File: src/rtl/shift_ex_stage_if.sv
// shift_ex_stage_if: handshake bundle for the shift execute stage.
// Carries the upstream beat, the downstream result beat, the flush strobe
// and the forwarding copy of the result. The stage uses the slave modport
// and the environment driving it uses the master modport.
interface shift_ex_stage_if #(
    parameter int TAG_W = 3
);
    logic             flush;
    logic             in_valid;
    logic             in_ready;
    logic [15:0]      in_data;
    logic [1:0]       in_op;
    logic [3:0]       in_shamt;
    logic [TAG_W-1:0] in_rd;
    logic             out_valid;
    logic             out_ready;
    logic [15:0]      out_data;
    logic [TAG_W-1:0] out_rd;
    logic             fwd_valid;
    logic [TAG_W-1:0] fwd_rd;
    logic [15:0]      fwd_data;

    modport master (
        output flush, in_valid, in_data, in_op, in_shamt, in_rd, out_ready,
        input  in_ready, out_valid, out_data, out_rd, fwd_valid, fwd_rd, fwd_data
    );

    modport slave (
        input  flush, in_valid, in_data, in_op, in_shamt, in_rd, out_ready,
        output in_ready, out_valid, out_data, out_rd, fwd_valid, fwd_rd, fwd_data
    );
endinterface

File: src/rtl/shift_ex_stage.sv
// shift_ex_stage: execute-stage slice for 16-bit shift/rotate instructions.
// One beat per cycle enters over a valid/ready handshake; the result and its
// destination tag are registered and presented on the output and forwarding
// ports. Optional macro SHIFT_SKID_EN adds a one-entry skid register so that
// in_ready comes straight from a flop instead of from out_ready.

// Combinational 16-bit shifter. Op: 00 rol, 01 sll, 10 ror, 11 sra.
module shifter_16b (
    input  logic [15:0] data,
    input  logic [1:0]  op,
    input  logic [3:0]  shamt,
    output logic [15:0] result
);
    logic [15:0] rol_w;
    logic [15:0] sll_w;
    logic [15:0] ror_w;
    logic [15:0] sra_w;

    // Each result bit selects its source bit; 4-bit index arithmetic wraps
    // modulo 16, which is exactly what the rotates need.
    genvar gi;
    generate
        for (gi = 0; gi < 16; gi++) begin : g_bit
            localparam logic [3:0] IDX = 4'(gi);
            assign rol_w[gi] = data[IDX - shamt];
            assign ror_w[gi] = data[IDX + shamt];
            assign sll_w[gi] = (IDX >= shamt) ? data[IDX - shamt] : 1'b0;
            assign sra_w[gi] = (({1'b0, IDX} + {1'b0, shamt}) <= 5'd15) ?
                               data[IDX + shamt] : data[15];
        end
    endgenerate

    // Pick the operation's result.
    always_comb begin
        result = rol_w;
        case (op)
            2'b00:   result = rol_w;
            2'b01:   result = sll_w;
            2'b10:   result = ror_w;
            default: result = sra_w;
        endcase
    end
endmodule

module shift_ex_stage #(
    parameter int TAG_W = 3
) (
    input  logic               clk,
    input  logic               rst,
    shift_ex_stage_if.slave    bus
);
    logic [15:0]      shift_result;
    logic             out_valid_reg;
    logic [15:0]      out_data_reg;
    logic [TAG_W-1:0] out_rd_reg;
    logic             load_en;
    logic             accept;
    logic             skid_valid_w;
    logic [15:0]      skid_data_w;
    logic [TAG_W-1:0] skid_rd_w;

    shifter_16b u_shifter (
        .data   (bus.in_data),
        .op     (bus.in_op),
        .shamt  (bus.in_shamt),
        .result (shift_result)
    );

    // The output register may take a new value when empty or when firing.
    assign load_en = !out_valid_reg || bus.out_ready;
    assign accept  = bus.in_valid && bus.in_ready;

`ifdef SHIFT_SKID_EN
    logic             skid_valid_reg;
    logic [15:0]      skid_data_reg;
    logic [TAG_W-1:0] skid_rd_reg;

    // Ready depends only on the skid flop, cutting the out_ready -> in_ready path.
    assign bus.in_ready = !skid_valid_reg;
    assign skid_valid_w = skid_valid_reg;
    assign skid_data_w  = skid_data_reg;
    assign skid_rd_w    = skid_rd_reg;

    // Skid entry: filled by a beat accepted while the output stalls, drained
    // into the output register on the next output load.
    always_ff @(posedge clk or posedge rst) begin
        if (rst) begin
            skid_valid_reg <= 1'b0;
            skid_data_reg  <= '0;
            skid_rd_reg    <= '0;
        end else if (bus.flush) begin
            skid_valid_reg <= 1'b0;
        end else if (load_en) begin
            skid_valid_reg <= 1'b0;
        end else if (accept) begin
            skid_valid_reg <= 1'b1;
            skid_data_reg  <= shift_result;
            skid_rd_reg    <= bus.in_rd;
        end
    end
`else
    // Without a skid entry the stage can only accept when the output can load.
    assign bus.in_ready = load_en;
    assign skid_valid_w = 1'b0;
    assign skid_data_w  = '0;
    assign skid_rd_w    = '0;
`endif

    // Output register: an older skid entry wins over the incoming beat so
    // ordering stays first-in first-out; flush squashes everything.
    always_ff @(posedge clk or posedge rst) begin
        if (rst) begin
            out_valid_reg <= 1'b0;
            out_data_reg  <= '0;
            out_rd_reg    <= '0;
        end else if (bus.flush) begin
            out_valid_reg <= 1'b0;
        end else if (load_en) begin
            if (skid_valid_w) begin
                out_valid_reg <= 1'b1;
                out_data_reg  <= skid_data_w;
                out_rd_reg    <= skid_rd_w;
            end else begin
                out_valid_reg <= accept;
                if (accept) begin
                    out_data_reg <= shift_result;
                    out_rd_reg   <= bus.in_rd;
                end
            end
        end
    end

    assign bus.out_valid = out_valid_reg;
    assign bus.out_data  = out_data_reg;
    assign bus.out_rd    = out_rd_reg;
    assign bus.fwd_valid = out_valid_reg;
    assign bus.fwd_data  = out_data_reg;
    assign bus.fwd_rd    = out_rd_reg;
endmodule

File: src/flat_wrapper.sv
// flat-port wrapper written by rule: the top's interface ports become plain ports
module shift_ex_stage_flat 
#(
    parameter int TAG_W = 3
)
  (clk, rst, bus_flush, bus_in_valid, bus_in_data, bus_in_op, bus_in_shamt, bus_in_rd, bus_out_ready, bus_in_ready, bus_out_valid, bus_out_data, bus_out_rd, bus_fwd_valid, bus_fwd_rd, bus_fwd_data);
  shift_ex_stage_if #(.TAG_W(TAG_W)) bus_i ();
  input  logic clk;
  input  logic rst;
  input wire logic [$bits(bus_i.flush)-1:0] bus_flush;
  input wire logic [$bits(bus_i.in_valid)-1:0] bus_in_valid;
  input wire logic [$bits(bus_i.in_data)-1:0] bus_in_data;
  input wire logic [$bits(bus_i.in_op)-1:0] bus_in_op;
  input wire logic [$bits(bus_i.in_shamt)-1:0] bus_in_shamt;
  input wire logic [$bits(bus_i.in_rd)-1:0] bus_in_rd;
  input wire logic [$bits(bus_i.out_ready)-1:0] bus_out_ready;
  output wire logic [$bits(bus_i.in_ready)-1:0] bus_in_ready;
  output wire logic [$bits(bus_i.out_valid)-1:0] bus_out_valid;
  output wire logic [$bits(bus_i.out_data)-1:0] bus_out_data;
  output wire logic [$bits(bus_i.out_rd)-1:0] bus_out_rd;
  output wire logic [$bits(bus_i.fwd_valid)-1:0] bus_fwd_valid;
  output wire logic [$bits(bus_i.fwd_rd)-1:0] bus_fwd_rd;
  output wire logic [$bits(bus_i.fwd_data)-1:0] bus_fwd_data;
  assign bus_i.flush = bus_flush;
  assign bus_i.in_valid = bus_in_valid;
  assign bus_i.in_data = bus_in_data;
  assign bus_i.in_op = bus_in_op;
  assign bus_i.in_shamt = bus_in_shamt;
  assign bus_i.in_rd = bus_in_rd;
  assign bus_i.out_ready = bus_out_ready;
  assign bus_in_ready = bus_i.in_ready;
  assign bus_out_valid = bus_i.out_valid;
  assign bus_out_data = bus_i.out_data;
  assign bus_out_rd = bus_i.out_rd;
  assign bus_fwd_valid = bus_i.fwd_valid;
  assign bus_fwd_rd = bus_i.fwd_rd;
  assign bus_fwd_data = bus_i.fwd_data;
  shift_ex_stage #(.TAG_W(TAG_W)) u_core (.clk(clk), .rst(rst), .bus(bus_i));
endmodule
File: config.mk
export PLATFORM = sky130hd
export DESIGN_NAME = shift_ex_stage_flat
export DESIGN_NICKNAME = d
export VERILOG_FILES = /design/src/rtl/shift_ex_stage_if.sv /design/src/rtl/shift_ex_stage.sv /design/src/flat_wrapper.sv
export SDC_FILE = /design/constraint.sdc
export NUM_CORES = 1
export LEC_CHECK = 0
export ABC_AREA = 1
export ABC_CLOCK_PERIOD_IN_PS = 1500
export CAP_MARGIN = 25
export CORE_ASPECT_RATIO = 0.75
export CORE_UTILIZATION = 50
export DETAILED_ROUTE_END_ITERATION = 6
export PLACE_DENSITY = 0.75
export SLEW_MARGIN = 20
export SYNTH_ARGS = -nofsm -noshare
export SYNTH_HDL_FRONTEND = slang
export SYNTH_SLANG_ARGS = --single-unit
File: constraint.sdc
create_clock -name clk -period 1.5 [get_ports clk]
set_input_delay 0.15 -clock clk [delete_from_list [all_inputs] [get_ports clk]]
set_output_delay 0.15 -clock clk [all_outputs]
set_load 0.005 [all_outputs]
# Yosys cells after proc, flatten, opt, wreduce, memory -nomap -nowiden
# Index checks and enable logic that the tools add are counted.
[totals]
rom_bits = 0
wordCells = 221
input_bits = 30
regBits = 20
mem_count = 0
latchBits = 0
ramBits = 0
output_inout_bits = 41
[op_classes]
bitwise = 1
mul = 0
shifts = 0
add_sub_neg = 46
n_reduce_logical = 6
muxes = 99
div = 0
eq_ne = 2
magnitude_cmp = 64
[op_table]
columns = ["cell", "n"]
rows = [
  ["$lt A4 B5 Y1 const B", 32],
  ["$bmux W1 S4", 32],
  ["$le A5 B4 Y1 const B", 15],
  ["$mux W1", 66],
  ["$pmux W16 S3", 1],
  ["$add A4 B4 Y5 const A", 8],
  ["$add A4 B4 Y4 const A", 8],
  ["$ge A4 B4 Y1 const A", 8],
  ["$sub A4 B4 Y4 const A", 8],
  ["$add A3 B4 Y5 const A", 4],
  ["$add A3 B4 Y4 const A", 4],
  ["$ge A3 B4 Y1 const A", 4],
  ["$sub A3 B4 Y4 const A", 4],
  ["$add A2 B4 Y5 const A", 2],
  ["$add A2 B4 Y4 const A", 2],
  ["$ge A1 B4 Y1 const A", 2],
  ["$ge A2 B4 Y1 const A", 2],
  ["$sub A1 B4 Y4 const A", 2],
  ["$sub A2 B4 Y4 const A", 2],
  ["$add A1 B4 Y5 const A", 1],
  ["$add A1 B4 Y4 const A", 1],
  ["$le A4 B4 Y1 const B", 1],
  ["$reduce_and A3 Y1", 1],
  ["$eq A2 B1 Y1 const B", 1],
  ["other kinds (7)", 7],
]

# Longest topological paths before layout
# Gate-level depths: netlist of the first run.
[depth]
depth_word = 5
depth_mapped = 16
ltp_nobuf = 15

# Modules after synthesis
# Synthesis of the first run repeated with hierarchy kept, for this count alone.
[unflattened]
hier_cells = 650
area_unflattened_um2 = 3711.1
[modules_own_cells]
columns = ["mod", "seq_area_each_um2", "cells_per_inst", "area_each_um2", "n_inst"]
rows = [
  ["shifter_16b", 0.0, 541, 2722.6, 1],
  ["shift_ex_stage", 500.5, 109, 988.4, 1],
]

# Least setup slack after synthesis of the first run
# Ideal clock, no wire load.
[synth_timing]
kind = "input-to-reg"
startpoint = "input bus_in_shamt[1]"
endpoint = "register u_core.out_data_reg[8] (netlist: u_core.bus.fwd_data[8])"
path_slack_ps = -264
required_ps = 1382
n_path_buf = 3
arrival_time_ps = 1646
setup_time_ps = 118
stages = 13
path_cell_list = "inv_1 buf_2 ha_1 buf_6 inv_2 buf_4 nand3_1 nand3_1 nand3_1 nand3_1 nand2_1 a21oi_1 nor2_1"
[synth_between]
elab_chain_cells = 5
elab_cells_between_ends = 12
cone_classes = "3 x add/sub; 2 x order compare; 7 x mux"
[synth_lines]
columns = ["item", "line", "source"]
rows = [
  ["start: declaration", "flat_wrapper.sv:14", "input wire logic [$bits(bus_i.in_shamt)-1:0] bus_in_shamt;"],
  ["$add A4 B4 Y4 / $sub A4 B4 Y4 (equally long branches)", "-", ""],
  ["$bmux W1 S4 (on tied branches)", "-", ""],
  ["$mux W1 (on tied branches)", "-", ""],
  ["$mux W1 (on tied branches)", "shift_ex_stage.sv:28, shift_ex_stage.sv:27", ""],
  ["$pmux W16 S3 (*)", "shift_ex_stage.sv:36", "case (op)"],
  ["end signal: assignment", "shift_ex_stage.sv:121", "out_data_reg <= skid_data_w;"],
  ["end signal: assignment", "shift_ex_stage.sv:126", "out_data_reg <= shift_result;"],
  ["end: declaration", "shift_ex_stage.sv:54", "logic [15:0] out_data_reg;"],
]
# Mark *: on every way between the ends. The rest lies on a longest branch, timed or not. The select of a mux whose other input is x is not followed.
# A chain may end at the register's enable or synchronous reset.

# Final worst setup path of the first run
[layout_timing]
startpoint = "input bus_in_shamt[2]"
endpoint = "register u_core.out_data_reg[1] (netlist: u_core.bus.fwd_data[1])"
[layout_between]
elab_chain_cells = 5
elab_cells_between_ends = 12
cone_classes = "3 x add/sub; 2 x order compare; 7 x mux"
[layout_lines]
columns = ["item", "line"]
rows = [
  ["$add A1 B4 Y4 / $sub A1 B4 Y4 (equally long branches)", "-"],
  ["$bmux W1 S4 (on tied branches)", "-"],
  ["$mux W1 (on tied branches)", "-"],
  ["$mux W1 (on tied branches)", "shift_ex_stage.sv:28, shift_ex_stage.sv:27"],
  ["$pmux W16 S3 (*)", "shift_ex_stage.sv:36"],
]
# Marked as above.

==> results of run 1 <==
==> Yosys cell counts (3+ instances only) <==
master / instances
a21oi_1: 25
a31oi_1: 5
buf_2: 5
buf_4: 30
buf_6: 4
clkbuf_1: 7
dfrtp_1: 20
ha_1: 20
inv_1: 51
inv_2: 5
nand2_1: 162
nand2_2: 5
nand3_1: 232
nand3b_1: 5
nor2_1: 38
nor3_1: 3
o21ai_0: 13
xor2_1: 5
==> worst max-delay path by stage <==
stage                                startpoint                             endpoint  slack, ns  depth (start not counted)
2_1_floorplan                   bus_in_shamt[2]   u_core.bus.fwd_data[2]$_DFFE_PP0P_      -0.05                         15
3_3_place_gp                    bus_in_shamt[0]  u_core.bus.fwd_data[14]$_DFFE_PP0P_      -0.77                         11
3_5_place_dp                    bus_in_shamt[0]  u_core.bus.fwd_data[14]$_DFFE_PP0P_      -0.78                         11
4_1_cts        u_core.bus.fwd_valid$_DFFE_PP0P_                         bus_in_ready      0.004                          4
5_1_grt                         bus_in_shamt[2]  u_core.bus.fwd_data[13]$_DFFE_PP0P_      -0.04                         11
6_report                        bus_in_shamt[2]   u_core.bus.fwd_data[1]$_DFFE_PP0P_     -0.002                         12
==> final cells by class <==
class	count	area, sq um	area share
multi-input cells	531	3060	0.552
repair buffers	172	1560	0.282
flip-flops and latches	20	500	0.0902
inverters	56	251	0.0453
well taps	98	123	0.0221
clock buffers	3	41.3	0.00744
repair inverters	1	8.76	0.00158
==> flip-flops by register name (all words and copies together), names as in the netlist <==
| signal | cells |
|---|---|
| u_core.bus.fwd_rd | 3 |
| u_core.bus.fwd_valid | 1 |
| u_core.bus.fwd_data | 16 |
==> stage by stage <==
step	power (mW)	setup TNS [ns]	hold slack (ns)	utilization	worst slack (ns)
3_3_place_gp	2.80	-9.71	0.477	0.722	-0.773
5_1_grt	3.65	-0.171	0.282	0.790	-0.0433
2_1_floorplan	1.96	-0.0880	0.114	-	-0.0470
3_5_place_dp	2.85	-10.13	0.478	0.722	-0.781
4_1_cts	3.27	0	0.236	0.751	0.00367
6_report	3.44	-0.00194	0.224	0.790	-0.00194
==> what timing repair did <==
item | 4_1_cts | 5_1_grt
hold buffers | 0 | 0
setup endpoints to repair | 17 | 15
pin swaps | 18 | 16
gates resized for setup | 57 | 55
cloned | 0 | 1
buffers inserted | 4 | 7
==> worst max-delay path, delay by kind of cell <==
kind | cells | cell delay (ns)
adder cells (fa/ha/maj) | 1 | 0.32
buffers and inverters | 6 | 0.74
AND/OR/NAND/NOR | 4 | 0.36
AO/OA/AOI/OAI | 1 | 0.06
==> cells in the final DEF, fill, tap and decap left out, drive strengths merged, types with 5 or more instances in the layout <==
cell type      netlist  layout
a21oi               27      27
nand2              167     167
a31oi                5       5
xor2                 6       6
buf                 41     105
nand3b               5       5
ha                  20      20
o21ai               16      16
nand3              233     233
dfrtp               20      20
nor2                38      38
inv                 56      54
clkdlybuf4s50        0      63
==> power groups by stage <==
stage / Sequential, mW / Clock [mW] / Combinational [mW]
floorplan: 0.734 / 0 / 1.23
global placement: 0.730 / 0 / 2.07
detailed placement: 0.737 / 0 / 2.11
CTS: 0.727 / 0.354 / 2.19
global route: 0.744 / 0.392 / 2.52
finish: 0.728 / 0.353 / 2.36
==> kinds of logic (layout without fill, tap and decap cells) <==
family | Yosys count | count (layout) | synth area share
and+or+nand+nor | 450 | 450 | 0.542
buffers and inverters | 105 | 232 | 0.149
AOI/OAI and AO/OA | 52 | 52 | 0.0765
adders and majority gates | 20 | 20 | 0.0665
DFF | 20 | 20 | 0.133
xor gates and xnor gates | 9 | 9 | 0.0329
==> layer usage <==
| layer | global-route usage | up-vias | routed length (um) |
|---|---|---|---|
| met5 | 0 | - | 0 |
| met2 | 0.635 | 390 | 7440 |
| met4 | 0.134 | 0 | 499 |
| met1 | 0.533 | 2460 | 6260 |
| met3 | 0.119 | 53 | 2100 |
| li1 | - | 2439 | - |
==> results.json, run 1 <==
{
  "status": "finished, violations left",
  "violations": "DRC, setup timing",
  "yosysWarnings": 0,
  "dr.first_iter.drc_count": 728,
  "rrSetupSlack_ns": 0.13,
  "syn_to_final_growth_pct": 47.5,
  "cts_made_buffers": 3,
  "hold_viol_final": 0,
  "synthFlopType": "dfrtp_1",
  "drv_cap": 0,
  "clk_latency_ns": 0.26,
  "end_kind": "flip-flop",
  "ant_nets": 0,
  "setup_viol": 1,
  "cts_tree": "done",
  "place_area_sq_mm": 0.00507,
  "rsz0062_at_grt": "yes",
  "htreeDepth": 1,
  "ys_types": 36,
  "num_antenna_cells": 0,
  "synthCells": 656,
  "slowest_delay_ns": 0.32,
  "ys_ff_latch": 20,
  "antenna_found_initial": 0,
  "cts.clk_slew.worst_paths_ns": 0.08,
  "r2r-start": "u_core.bus.fwd_valid$_DFFE_PP0P_",
  "grt_usage": 0.407,
  "ys_async_sr_fraction": 1.00,
  "synth_top_area_frac": 0.309,
  "syn_area_per_cell_sq_um": 5.74,
  "start_kind": "input pin",
  "tightest_slew_ns": 0.320,
  "period_share": 1.00,
  "setup_slack_ns": -0.00194,
  "die_h_um": 77.1,
  "seq_area_frac_synth": 0.133,
  "fin_skew_ns": 0.00750,
  "cp_slowest_cell": "ha_4",
  "switching_share": 0.435,
  "synthTopCellsByArea": "nand3_1 (31%), nand2_1 (16%), dfrtp_1 (13%)",
  "globalRouteOverflowTotal": 0,
  "firstDrtPassIters": 7,
  "design_area_sq_mm": 0.00555,
  "cts_root_buf": "clkbuf_8",
  "final.min_clock_period_ns": 1.50,
  "fillers": 531,
  "drc_errors": 5,
  "dpl.cell_count": 866,
  "drive_gt1_frac": 0.261,
  "drt-wirelength-per-cell_um": 18.5,
  "io_buffers": 70,
  "grt_pass1_wl_um": 24400,
  "grt_pass1_vias": 4962,
  "timing.fmax_mhz": 666,
  "path_max_fanout": 8,
  "die-width_um": 102,
  "yosysTopAreaCell": "nand3_1",
  "p_switching_mw": 1.50,
  "synthesis.area_sq_mm": 0.00376,
  "power_frac_clock": 0.103,
  "synth_edf_count": 0,
  "required_ns": 1.64,
  "wirelength_um": 16300,
  "powerDensity_mw_per_mm2": 620,
  "dp_hpwl_um": 12700,
  "drt-vias-per-instance": 6.06,
  "layout.nets": 835,
  "num_rows": 26,
  "reg2reg_to": "u_core.bus.fwd_data[15]$_DFFE_PP0P_",
  "pin_count": 71,
  "hp-class": "input pin to async pin",
  "cts.sinks": 20,
  "core_area_sq_mm": 0.00703,
  "pwr-share-comb": 0.686,
  "crit_top_cell": "nand3_1",
  "crit_chain": "buf_6, buf_8, clkinv_8, ha_4, clkinvlp_4, buf_4, nand3_1, nand3_1, nand3_2, nand2_1, inv_1, a21oi_1",
  "ir_worst_vdd_mv": 0.604,
  "arrival_ns": 1.65,
  "finalWeightedCongestion": 1.11,
  "dieArea_sq_mm": 0.00788,
  "layout.cells.non_filler": 881,
  "initial_utilization": 0.536,
  "worstSetupPathType": "input pin to flip-flop",
  "slew_headroom": 0.786,
  "reg2regPathDepth": 7,
  "cts_buffer_depth": 2,
  "p_int_mw": 1.94,
  "seq_power_share": 0.212,
  "grt_max_degree": 22,
  "slew_viol_final": 0,
  "vias": 5342,
  "synth_nets": 706,
  "p_leak_nw": 2.67
}
Note: power is estimated with default switching activity, not from simulation.
==> run 2: changes to the inputs <==
CELL_PAD_IN_SITES_DETAIL_PLACEMENT = 1   (was not set)
CELL_PAD_IN_SITES_GLOBAL_PLACEMENT = 1   (was not set)
CORE_UTILIZATION = 36   (was 50)
PLACE_DENSITY = 0.8   (was 0.75)
==> run 2 against run 1 <==
  * The flow finishes with violations (setup timing)
  * Critical path depth is 1 higher
  * Maximum frequency is 12% lower
  * Combinational power is 28% higher
  * Final cell count is 6.1% higher
  * Critical path type unchanged
  * Utilization is 14 points lower
  * Total power is 27% higher
  * Register-to-register slack worse by 0.14 ns
==> results.json, run 2 (synthesized netlist as in run 1, its figures left out) <==
{
  "path_delay_family": "buffers and inverters",
  "arrival_ns": 1.91,
  "drc_errors": 0,
  "rsz0062_at_grt": "yes",
  "mostFrequentLayoutCell": "nand3_1",
  "drive_gt1_frac": 0.410,
  "ir_worst_vdd_mv": 0.689,
  "dr.first_iter.drc_count": 794,
  "cts_tree": "done",
  "dpl.cell_count": 908,
  "cts_made_buffers": 3,
  "cts_root_buf": "clkbuf_16",
  "status": "finished, violations left",
  "dieArea_sq_mm": 0.0109,
  "fin_skew_ns": 0.00798,
  "design_area_sq_mm": 0.00644,
  "place_area_sq_mm": 0.00523,
  "globalRouteOverflowTotal": 0,
  "crit_top_cell": "nand2_1",
  "slew_viol_final": 0,
  "drt-wirelength-per-cell_um": 30.2,
  "grt_max_degree": 21,
  "crit_chain": "buf_6, buf_12, inv_16, ha_1, buf_4, nand2_1, nand2_1, nand2_1, a31oi_1, nand3_1, nand3_1, o21ai_1, inv_1",
  "powerDensity_mw_per_mm2": 676,
  "final.min_clock_period_ns": 1.70,
  "slew_headroom": 0.762,
  "hold_viol_final": 0,
  "crit_buf_inv": 5,
  "io_buffers": 70,
  "grt_usage": 0.385,
  "cts.clk_slew.worst_paths_ns": 0.06,
  "tightest_slew_ns": 0.357,
  "wirelength_um": 28300,
  "initial_utilization": 0.381,
  "finalWeightedCongestion": 1.05,
  "drt-vias-per-instance": 6.88,
  "violations": "setup timing",
  "worstSetupPathType": "input pin to flip-flop",
  "vias": 6429,
  "grt_pass1_wl_um": 31900,
  "syn_to_final_growth_pct": 71.2,
  "dp_hpwl_um": 16300,
  "setup_viol": 16,
  "num_rows": 31,
  "largest_register_ffs": 16,
  "htreeDepth": 1,
  "die_h_um": 90.6,
  "layout.cells.non_filler": 935,
  "path_max_fanout": 12,
  "clk_latency_ns": 0.27,
  "start_kind": "input pin",
  "die-width_um": 120,
  "p_leak_nw": 3.01,
  "cts_buffer_depth": 2,
  "period_share": 1.14,
  "slowest_delay_ns": 0.30,
  "drv_cap": 0,
  "timing.fmax_mhz": 587,
  "tns_ns": -1.77,
  "pin_count": 71,
  "antenna_found_initial": 2,
  "required_ns": 1.71,
  "setup_slack_ns": -0.204,
  "grt_pass1_vias": 5768,
  "end_kind": "flip-flop",
  "core_area_sq_mm": 0.00989,
  "fillers": 1246,
  "firstDrtPassIters": 7,
  "layout.nets": 854,
  "hp-class": "input pin to async pin",
  "ant_nets": 0,
  "cts.sinks": 20,
  "cp_slowest_cell": "a31oi_1",
  "layout_common_cells": "nand3_1 (169), nand2_1 (108), buf_4 (97)"
}
## run 2: worst min-delay path, stage by stage
cell and delay (ns):
clkdlybuf4s50_1 0.41, inv_1 0.06, buf_4 0.27
## run 2: where the power goes
part	switching, mW	total (mW)	internal (mW)
sequential	0.106	0.750	0.644
clock	0.237	0.590	0.354
combinational	1.72	3.02	1.30
## run 2: metal layers
metal,wire length [um],part of all wire,track usage,up-vias
met5,5,0.00018,0,-
met4,2270,0.080,0.139,2
met3,3550,0.13,0.0663,240
met2,12200,0.43,0.639,617
met1,10200,0.36,0.497,3083
li1,-,-,-,2487
## run 2: through the flow
stage               total power [mW]  worst slack, ns  utilization  hold slack, ns
finish                          4.36           -0.204        0.651           0.230
CTS                             3.66         -0.00408        0.559           0.240
detailed placement              3.00           -0.851        0.529           0.508
floorplan                       1.96          -0.0470            -           0.114
global route                    4.46           -0.325        0.651           0.274
global placement                2.91           -0.727        0.529           0.479
## run 2: worst paths after layout
kind | startpoint | cells after the start | to | slack, ns
worst max-delay path | bus_in_shamt[2] | 13 | u_core.bus.fwd_data[12]$_DFFE_PP0P_ | -0.20
worst min-delay path | rst | 3 | u_core.bus.fwd_data[3]$_DFFE_PP0P_ | 0.23
worst max register to register | u_core.bus.fwd_valid$_DFFE_PP0P_ | 8 | u_core.bus.fwd_data[12]$_DFFE_PP0P_ | -0.01
worst min register to register | u_core.bus.fwd_rd[1]$_DFFE_PP0P_ | 2 | u_core.bus.fwd_rd[1]$_DFFE_PP0P_ | 0.53
max in group asynchronous | rst | 3 | u_core.bus.fwd_data[0]$_DFFE_PP0P_ | 1.04
min in group clk | bus_in_rd[1] | 3 | u_core.bus.fwd_rd[1]$_DFFE_PP0P_ | 0.44
## run 2: area by class of cell
cell class | instances | area, sq um | share of cell area
clock buffers | 3 | 75.1 | 0.0117
multi-input cells | 531 | 3550 | 0.551
inverters | 56 | 264 | 0.0410
diodes | 1 | 2.50 | 0.000388
well taps | 132 | 165 | 0.0256
flip-flops and latches | 20 | 500 | 0.0777
repair buffers | 192 | 1890 | 0.293
## run 2: timing repair
item	in CTS	in global routing
buffers inserted	5	18
hold buffers	0	0
endpoints found under the setup margin	17	18
resized for setup	68	196
gates cloned	1	1
pin swaps	10	55
==> run 3: changes to the inputs <==
CORE_UTILIZATION = 30   (was 36)
GPL_TIMING_DRIVEN = 0   (was not set)
PLACE_DENSITY = 0.68   (was 0.8)
==> run 3 against run 2 <==
  * The flow still finishes with violations (setup timing)
  * Worst setup slack better by 0.11 ns
  * Clock power grew 5.9%
  * Sequential power decreased by 2%
  * Critical endpoint is now u_core.bus.fwd_data[13]$_DFFE_PP0P_
  * Critical path depth is 1 lower
  * Total power is 4.3% lower
  * Sequential cell count did not move
  * First-iteration DRC count shrank 46%
  * Maximum frequency grew 6.7%
  * Global-route usage fell by 7.5 points
  * Utilization is 15 points lower
  * Register-to-register slack better by 0.06 ns
  * Hold slack better by 0.13 ns
  * Critical path type unchanged
==> results.json, run 3 (synthesized netlist as in run 1, its figures left out) <==
{
  "status": "finished, violations left",
  "violations": "setup timing",
  "tightest_slew_ns": 0.847,
  "drive_gt1_frac": 0.375,
  "timing.fmax_mhz": 626,
  "dp_hpwl_um": 15600,
  "globalRouteOverflowTotal": 0,
  "cts_buffer_depth": 2,
  "vias": 5322,
  "finalWeightedCongestion": 0.940,
  "wirelength_um": 20800,
  "end_kind": "flip-flop",
  "cts_tree": "done",
  "fillers": 1584,
  "clk_latency_ns": 0.26,
  "required_ns": 1.65,
  "slowest_delay_ns": 0.27,
  "dr.first_iter.drc_count": 428,
  "worstSetupPathType": "input pin to flip-flop",
  "start_kind": "input pin",
  "core_area_sq_mm": 0.0123,
  "ant_nets": 0,
  "place_ws_ns": -1.28,
  "rsz0062_at_grt": "yes",
  "num_rows": 35,
  "die-width_um": 131,
  "hold_viol_final": 0,
  "fin_skew_ns": 0.00512,
  "grt_usage": 0.310,
  "cts_made_buffers": 3,
  "place_area_sq_mm": 0.00481,
  "design_area_sq_mm": 0.00621,
  "layout_common_cells": "nand3_1 (143), nand2_1 (130), nand3_2 (74)",
  "drt-wirelength-per-cell_um": 22.2,
  "ir_worst_vdd_mv": 0.391,
  "num_antenna_cells": 0,
  "antenna_found_initial": 0,
  "setup_viol": 9,
  "layout.nets": 820,
  "drt-vias-per-instance": 5.69,
  "slew_headroom": 0.435,
  "io_buffers": 68,
  "initial_utilization": 0.307,
  "p_leak_nw": 2.78,
  "path_max_fanout": 8,
  "syn_to_final_growth_pct": 64.9,
  "grt_max_degree": 21,
  "dieArea_sq_mm": 0.0130,
  "cp_slowest_cell": "ha_4",
  "arrival_ns": 1.75,
  "cts.sinks": 20,
  "firstDrtPassIters": 5,
  "grt_pass1_wl_um": 30700,
  "drv_cap": 0,
  "largest_register_ffs": 16,
  "hp-class": "input pin to async pin",
  "grt_pass1_vias": 5451,
  "powerDensity_mw_per_mm2": 672,
  "cts_root_buf": "clkbuf_16",
  "setup_slack_ns": -0.0972,
  "pin_count": 71,
  "tns_ns": -0.472,
  "crit_chain": "buf_12, inv_6, buf_12, ha_4, clkbuf_16, clkinvlp_4, nand3_2, nand3_1, nand3b_1, nand3_1, nor2_1, nor2_1",
  "slew_viol_final": 0,
  "drc_errors": 0,
  "mostFrequentLayoutCell": "nand3_1",
  "htreeDepth": 1,
  "final.min_clock_period_ns": 1.60,
  "cts.clk_slew.worst_paths_ns": 0.06,
  "period_share": 1.06,
  "die_h_um": 99
}
-- run 3: changes by cell type in the layout (fill, tap and decap cells not counted), moves of 6 or more --
cell | before | now
nand2_2 | 55 | 34
buf_6 | 10 | 4
nand2_1 | 108 | 130
dlymetal6s2s_1 | 10 | 0
nor2_1 | 26 | 32
nand3_1 | 169 | 143
nand3_2 | 60 | 74
clkdlybuf4s50_1 | 54 | 62
buf_4 | 97 | 62
nand3_4 | 4 | 16
-- run 3: metrics by stage --
step | util | hold WS, ns | instances | power [mW]
2_1_floorplan | - | 0.114 | 656 | 1.96
3_3_place_gp | 0.393 | 0.486 | 890 | 2.86
3_5_place_dp | 0.393 | 0.489 | 890 | 2.93
4_1_cts | 0.464 | 0.383 | 926 | 3.91
5_1_grt | 0.506 | 0.456 | 935 | 4.40
6_report | 0.506 | 0.365 | 935 | 4.17
-- run 3: power breakdown --
part	internal [mW]	switching, mW	total [mW]
Sequential	0.644	0.0877	0.732
Clock	0.408	0.217	0.625
Combinational	1.32	1.50	2.82
Total	2.37	1.81	4.17
-- run 3: path summary, 6_finish.rpt --
check,start,end,slack [ns],depth (start not counted)
setup / recovery,bus_in_shamt[1],u_core.bus.fwd_data[13]$_DFFE_PP0P_,-0.1,12
hold / removal,rst,u_core.bus.fwd_data[12]$_DFFE_PP0P_,0.37,2
hold reg to reg,u_core.bus.fwd_rd[1]$_DFFE_PP0P_,u_core.bus.fwd_rd[1]$_DFFE_PP0P_,0.51,2
min in group clk,bus_in_op[1],u_core.bus.fwd_data[6]$_DFFE_PP0P_,0.43,6
setup reg to reg,u_core.bus.fwd_valid$_DFFE_PP0P_,u_core.bus.fwd_data[4]$_DFFE_PP0P_,0.05,8
max in group asynchronous,rst,u_core.bus.fwd_data[15]$_DFFE_PP0P_,0.60,2
-- run 3: cell type report --
class	count	area, sq um	share of cell area
inverters	56	241	0.0389
well taps	166	208	0.0335
repair buffers	112	1120	0.181
flip-flops and latches	20	500	0.0806
plain buffers	46	432	0.0695
clock buffers	4	88.8	0.0143
multi-input cells	531	3610	0.582
-- run 3: what timing repair did --
item,4_1_cts,5_1_grt
resized for setup,137,115
hold buffers,0,0
cloned,1,1
setup endpoints to repair,20,19
setup buffers,33,9
pin swaps,32,42
-- run 3: critical path: cells and delay by family --
family,cells,cell delay (ns)
buffers and inverters,5,0.62
adders and majority gates,1,0.27
and+or+nand+nor,6,0.70
-- run 3: metal layers --
layer	track usage	vias to the layer above	wire [um]
li1	-	2425	-
met1	0.423	2663	9480
met2	0.509	206	9450
met3	0.0417	28	1420
met4	0.0868	0	434
met5	0	-	0
